### src/rtl/fetch_stage.sv
// -----------------------------------------------------------------------------
// fetch_stage
//   Instruction fetch stage. It owns the program counter and drives the
//   instruction memory address combinationally from that PC. The returned
//   word is captured into the IF/ID pipeline register for the decoder.
//
//   The next state is chosen each cycle in this priority order:
//     1. redirect - load the EX target and flush IF/ID
//     2. fault    - the PC is out of range: set the sticky fault and insert a bubble
//     3. stall    - hold everything
//     4. normal   - capture the fetched word and advance the PC
//
//   Optional feature macro: FETCH_JAL_PREDICT_EN
//     Defined   : a JAL seen during a normal fetch is followed immediately to its
//                 target, and the instruction is marked as predicted in IF/ID.
//     Undefined : next PC is always PC+4, and if_id_pred_o is tied to 0.
// -----------------------------------------------------------------------------
module fetch_stage #(
    parameter logic [31:0] RESET_PC   = 32'h0000_0000,
    parameter int unsigned IMEM_WORDS = 256,
    parameter logic [31:0] NOP_INSTR  = 32'h0000_0013
) (
    input  logic        clk,
    input  logic        rst_n,
    output logic [31:0] imem_addr_o,
    input  logic [31:0] imem_data_i,
    input  logic        stall_i,
    input  logic        redirect_i,
    input  logic [31:0] redirect_pc_i,
    output logic [31:0] if_id_pc_o,
    output logic [31:0] if_id_instr_o,
    output logic        if_id_valid_o,
    output logic        if_id_pred_o,
    output logic        fetch_fault_o
);

    // First byte address past the end of instruction memory.
    localparam logic [31:0] PC_LIMIT = 32'(IMEM_WORDS * 4);

    logic [31:0] pc_q,       pc_d;
    logic [31:0] if_pc_q,    if_pc_d;
    logic [31:0] if_instr_q, if_instr_d;
    logic        if_valid_q, if_valid_d;
    logic        if_pred_q,  if_pred_d;
    logic        fault_q,    fault_d;

    logic        out_of_range_s;
    logic        jal_hit_s;
    logic [31:0] next_pc_s;

    assign imem_addr_o    = pc_q;
    assign out_of_range_s = (pc_q >= PC_LIMIT);

`ifdef FETCH_JAL_PREDICT_EN
    logic [31:0] jal_imm_s;
    logic [31:0] jal_target_s;

    // Predecode JAL and compute its word-aligned target from the J-immediate.
    always_comb begin
        jal_hit_s    = 1'b0;
        jal_imm_s    = {{11{imem_data_i[31]}}, imem_data_i[31], imem_data_i[19:12],
                        imem_data_i[20], imem_data_i[30:21], 1'b0};
        jal_target_s = (pc_q + jal_imm_s) & ~32'h0000_0003;
        if (imem_data_i[6:0] == 7'b1101111) begin
            jal_hit_s = 1'b1;
        end else begin
            jal_hit_s = 1'b0;
        end
    end

    // Next sequential PC, or the JAL target when a JAL is predicted taken.
    always_comb begin
        next_pc_s = pc_q + 32'd4;
        if (jal_hit_s) begin
            next_pc_s = jal_target_s;
        end else begin
            next_pc_s = pc_q + 32'd4;
        end
    end
`else
    // Without predecode, the PC simply advances by one word (wrapping at 2^32).
    always_comb begin
        jal_hit_s = 1'b0;
        next_pc_s = pc_q + 32'd4;
    end
`endif

    // Select the next PC and IF/ID contents by priority: redirect, fault, stall, normal.
    always_comb begin
        pc_d       = pc_q;
        if_pc_d    = if_pc_q;
        if_instr_d = if_instr_q;
        if_valid_d = if_valid_q;
        if_pred_d  = if_pred_q;
        fault_d    = fault_q;
        if (redirect_i) begin
            pc_d       = redirect_pc_i & ~32'h0000_0003;
            if_pc_d    = 32'h0000_0000;
            if_instr_d = NOP_INSTR;
            if_valid_d = 1'b0;
            if_pred_d  = 1'b0;
            fault_d    = 1'b0;
        end else if (out_of_range_s) begin
            // The PC holds here, so the fault condition persists until a redirect.
            if_pc_d    = 32'h0000_0000;
            if_instr_d = NOP_INSTR;
            if_valid_d = 1'b0;
            if_pred_d  = 1'b0;
            fault_d    = 1'b1;
        end else if (stall_i) begin
            pc_d       = pc_q;
            if_pc_d    = if_pc_q;
        end else begin
            pc_d       = next_pc_s;
            if_pc_d    = pc_q;
            if_instr_d = imem_data_i;
            if_valid_d = 1'b1;
            if_pred_d  = jal_hit_s;
        end
    end

    // PC, IF/ID and fault state; async reset returns the decoder to a legal bubble.
    always_ff @(posedge clk or negedge rst_n) begin
        if (!rst_n) begin
            pc_q       <= RESET_PC;
            if_pc_q    <= 32'h0000_0000;
            if_instr_q <= NOP_INSTR;
            if_valid_q <= 1'b0;
            if_pred_q  <= 1'b0;
            fault_q    <= 1'b0;
        end else begin
            pc_q       <= pc_d;
            if_pc_q    <= if_pc_d;
            if_instr_q <= if_instr_d;
            if_valid_q <= if_valid_d;
            if_pred_q  <= if_pred_d;
            fault_q    <= fault_d;
        end
    end

    assign if_id_pc_o    = if_pc_q;
    assign if_id_instr_o = if_instr_q;
    assign if_id_valid_o = if_valid_q;
`ifdef FETCH_JAL_PREDICT_EN
    assign if_id_pred_o  = if_pred_q;
`else
    assign if_id_pred_o  = 1'b0;
`endif
    assign fetch_fault_o = fault_q;

endmodule

### config.mk
export PLATFORM = sky130hd
export DESIGN_NAME = fetch_stage
export DESIGN_NICKNAME = d
export VERILOG_FILES = /design/src/rtl/fetch_stage.sv
export SDC_FILE = /design/constraint.sdc
export NUM_CORES = 1
export LEC_CHECK = 0
export CAP_MARGIN = 20
export CORE_AREA = 5 5 101 112
export CTS_BUF_LIST = sky130_fd_sc_hd__clkbuf_2
export DETAILED_ROUTE_END_ITERATION = 8
export DIE_AREA = 0 0 106 117
export PLACE_DENSITY = 0.83
export SLEW_MARGIN = 25
export SYNTH_ARGS = -nofsm -noshare
export SYNTH_HDL_FRONTEND = slang
export SYNTH_SLANG_ARGS = --single-unit
### constraint.sdc
create_clock -name clk -period 4.99 [get_ports clk]
set_clock_uncertainty 0.1 [all_clocks]
set_input_delay 1.497 -clock clk [delete_from_list [all_inputs] [get_ports clk]]
set_output_delay 1.497 -clock clk [all_outputs]
set_load 0.05 [all_outputs]
Word-level counts from Yosys, hierarchy flattened
Index checks and enable logic that the tools add are counted.
{ "classes": {"n_addsub": 1, "muxes": 14, "n_reduce_logical": 2, "n_lt_le_gt_ge": 1, "n_eq_ne": 3} }
{ "op_table": {"columns": ["cell", "count"], "rows": [
  ["$mux 32", 9],
  ["$add 32x3->32 const B", 1],
  ["$ge 32x11->1 const B", 1],
  ["$mux 1", 5],
  ["$ne 3x1->1 const B", 1],
  ["$ne 2x1->1 const B", 1],
  ["$ne 2x2->1 const B", 1],
  ["$reduce_and 2->1", 1],
  ["$reduce_bool 2->1", 1]
]} }
{ "word_totals": {"reg_bits": 98, "output_inout_bits": 99} }

Logic depth before layout (Yosys ltp)
Gate-level depths: netlist of run 1.
{ "logic_depth": {"ltp_word": 4, "depth_mapped": 6} }

Worst setup path before layout of run 1
OpenSTA, ideal clock, no wires.
{ "synth_timing": {"path_type": "input to register", "start": "in stall_i", "end": "reg if_instr_q[10], in the netlist if_id_instr_o[10]", "required_time_ps": 4758, "t_arrival_ps": 2573, "setup_slack_ps": 2185, "cell_stages": 4, "n_path_buf": 2, "setup_time_ps": 132, "cell_sequence": "clkbuf_1 clkbuf_1 mux2i_1 nor2_1"} }
{ "synth_between": {"elab_chain_len": 1} }
{ "synth_rtl": {"columns": ["element", "line_no", "source"], "rows": [
  ["start, declared", "27", "input logic stall_i,"],
  ["$ne 3x1->1 (no line)", null, null],
  ["end signal, assigned", "134", "if_instr_q <= if_instr_d;"],
  ["end, declared", "42", "logic [31:0] if_instr_q, if_instr_d;"]
]} }
No other way between the ends.
A chain may end at the register's enable or synchronous reset.

Final worst setup path of run 1
{ "layout_timing": {"start": "reg pc_q[4], in the netlist imem_addr_o[4]", "end": "out imem_addr_o[4]"} }
{ "layout_rtl": {"columns": ["element", "line_no", "source"], "rows": [
  ["start, declared", "40", "logic [31:0] pc_q, pc_d;"],
  ["start signal, assigned", "132", "pc_q <= pc_d;"],
  ["end, declared", "25", "output logic [31:0] imem_addr_o,"]
]} }
No word-level cell between the ends.

==> results of run 1 <==
## synthesized netlist by cell type
library cell | count | share of area [%]
o31a_1 | 1 | 0.22
o311ai_1 | 1 | 0.22
and2_1 | 1 | 0.16
nor2b_1 | 1 | 0.16
ha_1 | 2 | 0.64
nand2_1 | 9 | 0.87
buf_1 | 2 | 0.19
mux2i_1 | 40 | 10
and3_1 | 25 | 4.0
and4_1 | 2 | 0.45
buf_6 | 1 | 0.29
nor4_2 | 3 | 0.96
or4_4 | 1 | 0.29
a31oi_1 | 5 | 0.80
nor4_1 | 2 | 0.32
nand4_1 | 5 | 0.80
and4bb_1 | 1 | 0.32
dfstp_2 | 3 | 2.0
buf_4 | 4 | 0.77
nand3_1 | 4 | 0.51
o31ai_1 | 3 | 0.58
a2bb2oi_1 | 1 | 0.22
o21ai_1 | 2 | 0.26
a21oi_1 | 1 | 0.13
nor2_1 | 50 | 4.8
nand4bb_4 | 1 | 0.71
conb_1 | 1 | 0.096
mux2_2 | 21 | 6.1
buf_2 | 3 | 0.39
o211ai_1 | 1 | 0.19
inv_1 | 5 | 0.48
clkbuf_1 | 13 | 1.3
a221o_1 | 1 | 0.26
dfrtp_1 | 92 | 59
or4_1 | 5 | 0.96
nor3_1 | 1 | 0.13
## layout make-up
cell class	instances	area [um2]	share of cell area (%)
Clock buffer	10	50.0	0.883
Clock inverter	6	27.5	0.485
Multi-Input combinational cell	193	1400	24.6
Sequential cell	95	2380	42.0
Timing Repair Buffer	166	1640	28.9
Tap cell	123	154	2.71
Inverter	5	18.8	0.331
## cell families after synthesis
| kind of cell | share of synthesized area [%] |
|---|---|
| mux | 16.4 |
| other cells | 0.0963 |
| fa+ha+maj | 0.643 |
| compound gates | 2.89 |
| simple gates | 15.5 |
| buf+inv | 3.37 |
| flops | 61.2 |
## placed cells by master (no fill, tap or decap), types with 3 or more instances in the layout
cell type and count:
and3_1 25, nand4_1 5, mux2i_1 40, nand2_1 9, inv_1 5, dfstp_2 3, nor2_1 50, buf_4 6
or4_1 5, clkbuf_2 10, clkinv_2 4, clkdlybuf4s50_1 159, conb_1 3, nand3_1 4, dfrtp_1 92, o31ai_1 3
mux2_2 21, a31oi_1 5
## state kept, by name, indices dropped and copies added (netlist names)
signal	cells
if_id_pc_o	31
fetch_fault_o	1
imem_addr_o	30
if_id_instr_o	32
if_id_valid_o	1
## how the worst max path moves through the flow
stage	end	cells after the start	startpoint	slack, ns
2_1_floorplan	if_id_instr_o[10]	4	stall_i	2.18
3_3_place_gp	if_id_pc_o[22]	3	redirect_i	1.35
3_5_place_dp	if_id_pc_o[22]	3	redirect_i	1.25
4_1_cts	if_id_instr_o[0]	1	if_id_instr_o[0]	1.42
5_1_grt	imem_addr_o[4]	1	imem_addr_o[4]	1.36
6_report	imem_addr_o[4]	1	imem_addr_o[4]	1.50
## metrics by stage
stage / std cells / setup slack (ns)
floorplan: 316 / 2.18
global placement: 581 / 1.35
detailed placement: 581 / 1.25
CTS: 597 / 1.42
global route: 598 / 1.36
finish: 598 / 1.50
## power groups by stage
stage          clock, mW  sequential [mW]  combinational [mW]
2_1_floorplan          0            0.915              0.0747
5_1_grt            0.352            0.826               0.306
6_report           0.296            0.820               0.288
3_5_place_dp           0            0.834               0.290
4_1_cts            0.317            0.821               0.292
3_3_place_gp           0            0.832               0.285
## layer usage
| layer | GRT usage (%) | vias to the layer above | share of wire (%) |
|---|---|---|---|
| met2 | 27.7 | 111 | 50 |
| met3 | 5.21 | 16 | 7.8 |
| met1 | 19.2 | 1499 | 40 |
| li1 | - | 1405 | - |
| met4 | 6.74 | 0 | 2.1 |
| met5 | 0 | - | 0 |
==> flow_summary.json, run 1 <==
{
  "drc_errors": 0,
  "antenna_found_initial": 0,
  "start_util_pct": 38.4,
  "cp_num_buf_inv": 1,
  "reg2reg_to": "if_id_valid_o",
  "p_sw_share_pct": 30.2,
  "min_path_cells": 2,
  "hp-class": "reg -> reg",
  "clock_path_buffers": 2,
  "diodes": 0,
  "ys_ff_latch": 95,
  "rsz0062_at_grt": "no",
  "routed_wl_mm": 10.0,
  "cp_max_fo": 8,
  "yosysWarnings": 0,
  "power_leakage_nw": 2.58,
  "pwr-share-clk_pct": 21.1,
  "pwr-share-comb_pct": 20.5,
  "ctsHoldBuffers": 0,
  "ant_nets": 0,
  "tns_ns": 0,
  "core-area_um2": 10100,
  "h-tree-depth": 3,
  "drive_above_1_share_pct": 10.5,
  "ys_types": 36,
  "p_sw_mw": 0.424,
  "slowest_delay_ns": 0.85,
  "slew_headroom_pct": 45.6,
  "clock-root-buffer": "clkbuf_2",
  "timing.hold.ws_ns": 0.436,
  "setup_viol": 0,
  "routed-via-count": 3031,
  "tightest_slew_ns": 0.816,
  "r2r-start": "imem_addr_o[14]",
  "rows": 39,
  "vias_per_cell": 5.07,
  "reg2reg_slack_ns": 2.16,
  "dpl.hpwl_mm": 7.34,
  "fin_util_pct": 55.9,
  "hold_viol": 0,
  "cp_top_family": "buffers and inverters",
  "place_area_um2": 5590,
  "post_cts_buffers": 0,
  "ff2ff_path_depth": 5,
  "grt_pass1_wl_mm": 15.9,
  "numCtsBuffers": 9,
  "cts_resized": 0,
  "drtIter0Drc": 70,
  "min_from": "if_id_valid_o",
  "cp_cell_sequence": "clkdlybuf4s50_1",
  "intPower_mw": 0.980,
  "peakVddDrop_mv": 0.163,
  "wl_per_cell_um": 16.8,
  "syn_inst": 314,
  "area_growth_pct": 45.6,
  "clkTransAtPathRegs_ns": 0.23,
  "criticalPathCategory": "reg -> out",
  "ys_seq_area_share_pct": 61.2,
  "die_h_um": 117,
  "finalPower_mw": 1.40,
  "power_density_nw_per_um2": 248,
  "die_w_um": 106,
  "num_io_pins": 167,
  "postSynthAreaPerCell_um2": 12.4,
  "fin_crit_sh_pct": 69.9,
  "start_kind": "flop",
  "cts.sinks": 95,
  "timing.fmax_mhz": 287,
  "portBuffers": 161,
  "first_global_vias": 3150,
  "first_pass_iters": 4,
  "synth_area_um2": 3890,
  "grt_start_max_net_pins": 60,
  "status": "completed",
  "die-area_um2": 12400,
  "worstSetupEndpointType": "output port",
  "seq_power_share_pct": 58.4,
  "crit_slowest_cell": "clkdlybuf4s50_1",
  "fillers": 873,
  "min_period_ns": 3.49,
  "place.gp.congestion": 0.816,
  "drv_slew": 0,
  "grt_remaining_overflow": 0,
  "required_ns": 3.39,
  "arrival_ns": 1.89,
  "grtUsageTotal_pct": 16.2,
  "maxCapViolations": 0,
  "final_area_um2": 5670,
  "nets": 540,
  "cts_tree": "yes",
  "clk_latency_ns": 0.50,
  "holdPathEnd": "if_id_valid_o"
}
(Power assumes the default switching activity.)
==> inputs of run 2 (changes only) <==
Settings changed: CORE_AREA 5 5 101 112 to 5 5 102 113, DIE_AREA 0 0 106 117 to 0 0 107 118, PLACE_DENSITY 0.83 to 0.84.
Clock period 4.99 ns to 3.1 ns, I/O delays scaled along.
==> run 2 against run 1 <==
Effect of this change:
- register-to-register slack worse by 1.4 ns
- power is 75% higher
- flip-flop and latch count stayed put
- setup slack worse by 1.4 ns
- utilization is 0.38 points higher
- via count is 0.82% lower
- critical path depth stayed put
- hold slack worse by 0.36 ns
- wire length is 2.5% higher
- first-iteration DRC count is 76% higher
==> flow_summary.json, run 2 (synthesis results as in run 1) <==
{
  "setup_viol": 0,
  "power_density_nw_per_um2": 426,
  "timing.hold.ws_ns": 0.0740,
  "drv_slew": 0,
  "drtIter0Drc": 123,
  "nets": 544,
  "tightest_slew_ns": 0.537,
  "grt_start_max_net_pins": 50,
  "cp_top_family": "buffers and inverters",
  "fin_crit_sh_pct": 96.0,
  "start_kind": "flop",
  "final_cell_mix": "clkdlybuf4s50_1, dfrtp_1, nor2_1, mux2i_1, and3_1",
  "reg2reg_slack_ns": 0.72,
  "post_cts_buffers": 0,
  "start_util_pct": 38.0,
  "routed-via-count": 3006,
  "vias_per_cell": 4.99,
  "wl_per_cell_um": 17.1,
  "drive_above_1_share_pct": 11.5,
  "drt-met1-wl_mm": 4.00,
  "slowest_delay_ns": 0.86,
  "first_global_vias": 3207,
  "required_ns": 2.07,
  "hp-class": "in -> async",
  "clk_latency_ns": 0.53,
  "grt_pass1_wl_mm": 16.6,
  "tns_ns": 0,
  "die-area_um2": 12600,
  "met2_length_mm": 5.27,
  "maxCapViolations": 0,
  "p_sw_mw": 0.703,
  "pwr-share-clk_pct": 27.1,
  "r2r-start": "imem_addr_o[14]",
  "grtUsageTotal_pct": 16.6,
  "num_io_pins": 167,
  "drc_errors": 0,
  "arrival_ns": 1.95,
  "p_sw_share_pct": 28.6,
  "grt_remaining_overflow": 0,
  "ant_nets": 0,
  "pwr-share-comb_pct": 19.1,
  "cts.sinks": 95,
  "largest_reg_flops": 32,
  "first_pass_iters": 4,
  "core-area_um2": 10200,
  "timing.fmax_mhz": 336,
  "ff2ff_path_depth": 5,
  "status": "completed",
  "rsz0062_at_grt": "no",
  "place.gp.congestion": 0.873,
  "peakVddDrop_mv": 0.231,
  "slew_headroom_pct": 64.1,
  "clock_path_buffers": 2,
  "dpl.hpwl_mm": 7.69,
  "routed_wl_mm": 10.3,
  "portBuffers": 161,
  "ctsHoldBuffers": 0,
  "cp_max_fo": 8,
  "die_w_um": 107,
  "antenna_found_initial": 1,
  "min_period_ns": 2.98,
  "regArea_um2": 2380,
  "cts_resized": 0,
  "reg2reg_to": "if_id_pc_o[2]",
  "fillers": 866,
  "diodes": 0,
  "dr.max_layer_used": "met5",
  "rows": 39,
  "dr_wl_met3_um": 746,
  "final_common_cell": "clkdlybuf4s50_1",
  "clkTransAtPathRegs_ns": 0.25,
  "power_leakage_nw": 2.63,
  "worstSetupEndpointType": "output port",
  "hold_viol": 0,
  "criticalPathCategory": "reg -> out",
  "crit_slowest_cell": "clkdlybuf4s50_1",
  "cts_tree": "yes",
  "h-tree-depth": 3,
  "cp_cell_sequence": "clkdlybuf4s50_1",
  "multi_input_area_um2": 1400,
  "seq_power_share_pct": 53.8,
  "area_growth_pct": 48.0,
  "clock-root-buffer": "clkbuf_2",
  "intPower_mw": 1.75,
  "cp_num_buf_inv": 1,
  "numCtsBuffers": 9,
  "die_h_um": 118
}
[run 2: worst max-delay path by stage]
stage	slack, ns	depth (start not counted)	endpoint	start
after floorplan	0.77	5	imem_addr_o[7]	imem_addr_o[16]
after global placement	0.59	4	if_id_valid_o	redirect_i
after detailed placement	0.54	4	if_id_pc_o[2]	redirect_i
after CTS	0.07	1	imem_addr_o[4]	imem_addr_o[4]
after global routing	0.02	1	imem_addr_o[4]	imem_addr_o[4]
final	0.12	1	imem_addr_o[4]	imem_addr_o[4]
[run 2: per-stage QoR]
stage	instances	setup slack (ns)	total power [mW]	util, %	cell area, um2
after floorplan	316	0.773	1.59	-	3900
after global placement	586	0.593	1.80	55.0	5640
after detailed placement	586	0.540	1.82	55.0	5640
after CTS	602	0.0692	2.49	56.3	5760
after global routing	602	0.0169	2.56	56.3	5760
final	602	0.123	2.46	56.3	5760
[run 2: layout make-up]
type / instances / area share, %
inverter: 5 / 0.326
tap: 123 / 2.67
clock buffer: 11 / 0.955
clock inverter: 5 / 1.28
multi-input combinational: 193 / 24.2
sequential: 95 / 41.3
timing repair buffer: 170 / 29.2
[run 2: worst reg2reg max path, delay by kind of cell (launching register included)]
family	cells	cell delay [ns]
simple gates	4	1.52
flops	1	0.45
buf+inv	1	0.27
[run 2: power by group through the flow]
stage                     clock network [mW]  registers, mW  logic (mW)
after floorplan                            0           1.47       0.120
final                                  0.665           1.32       0.469
after detailed placement                   0           1.34       0.473
after CTS                              0.694           1.32       0.475
after global routing                   0.733           1.33       0.497
after global placement                     0           1.34       0.464
[run 2: layer usage]
layer	global-route usage (%)	vias up
met1	19.2	1451
met2	28.2	117
met4	7.35	2
li1	-	1416
met3	4.83	20
met5	0	-
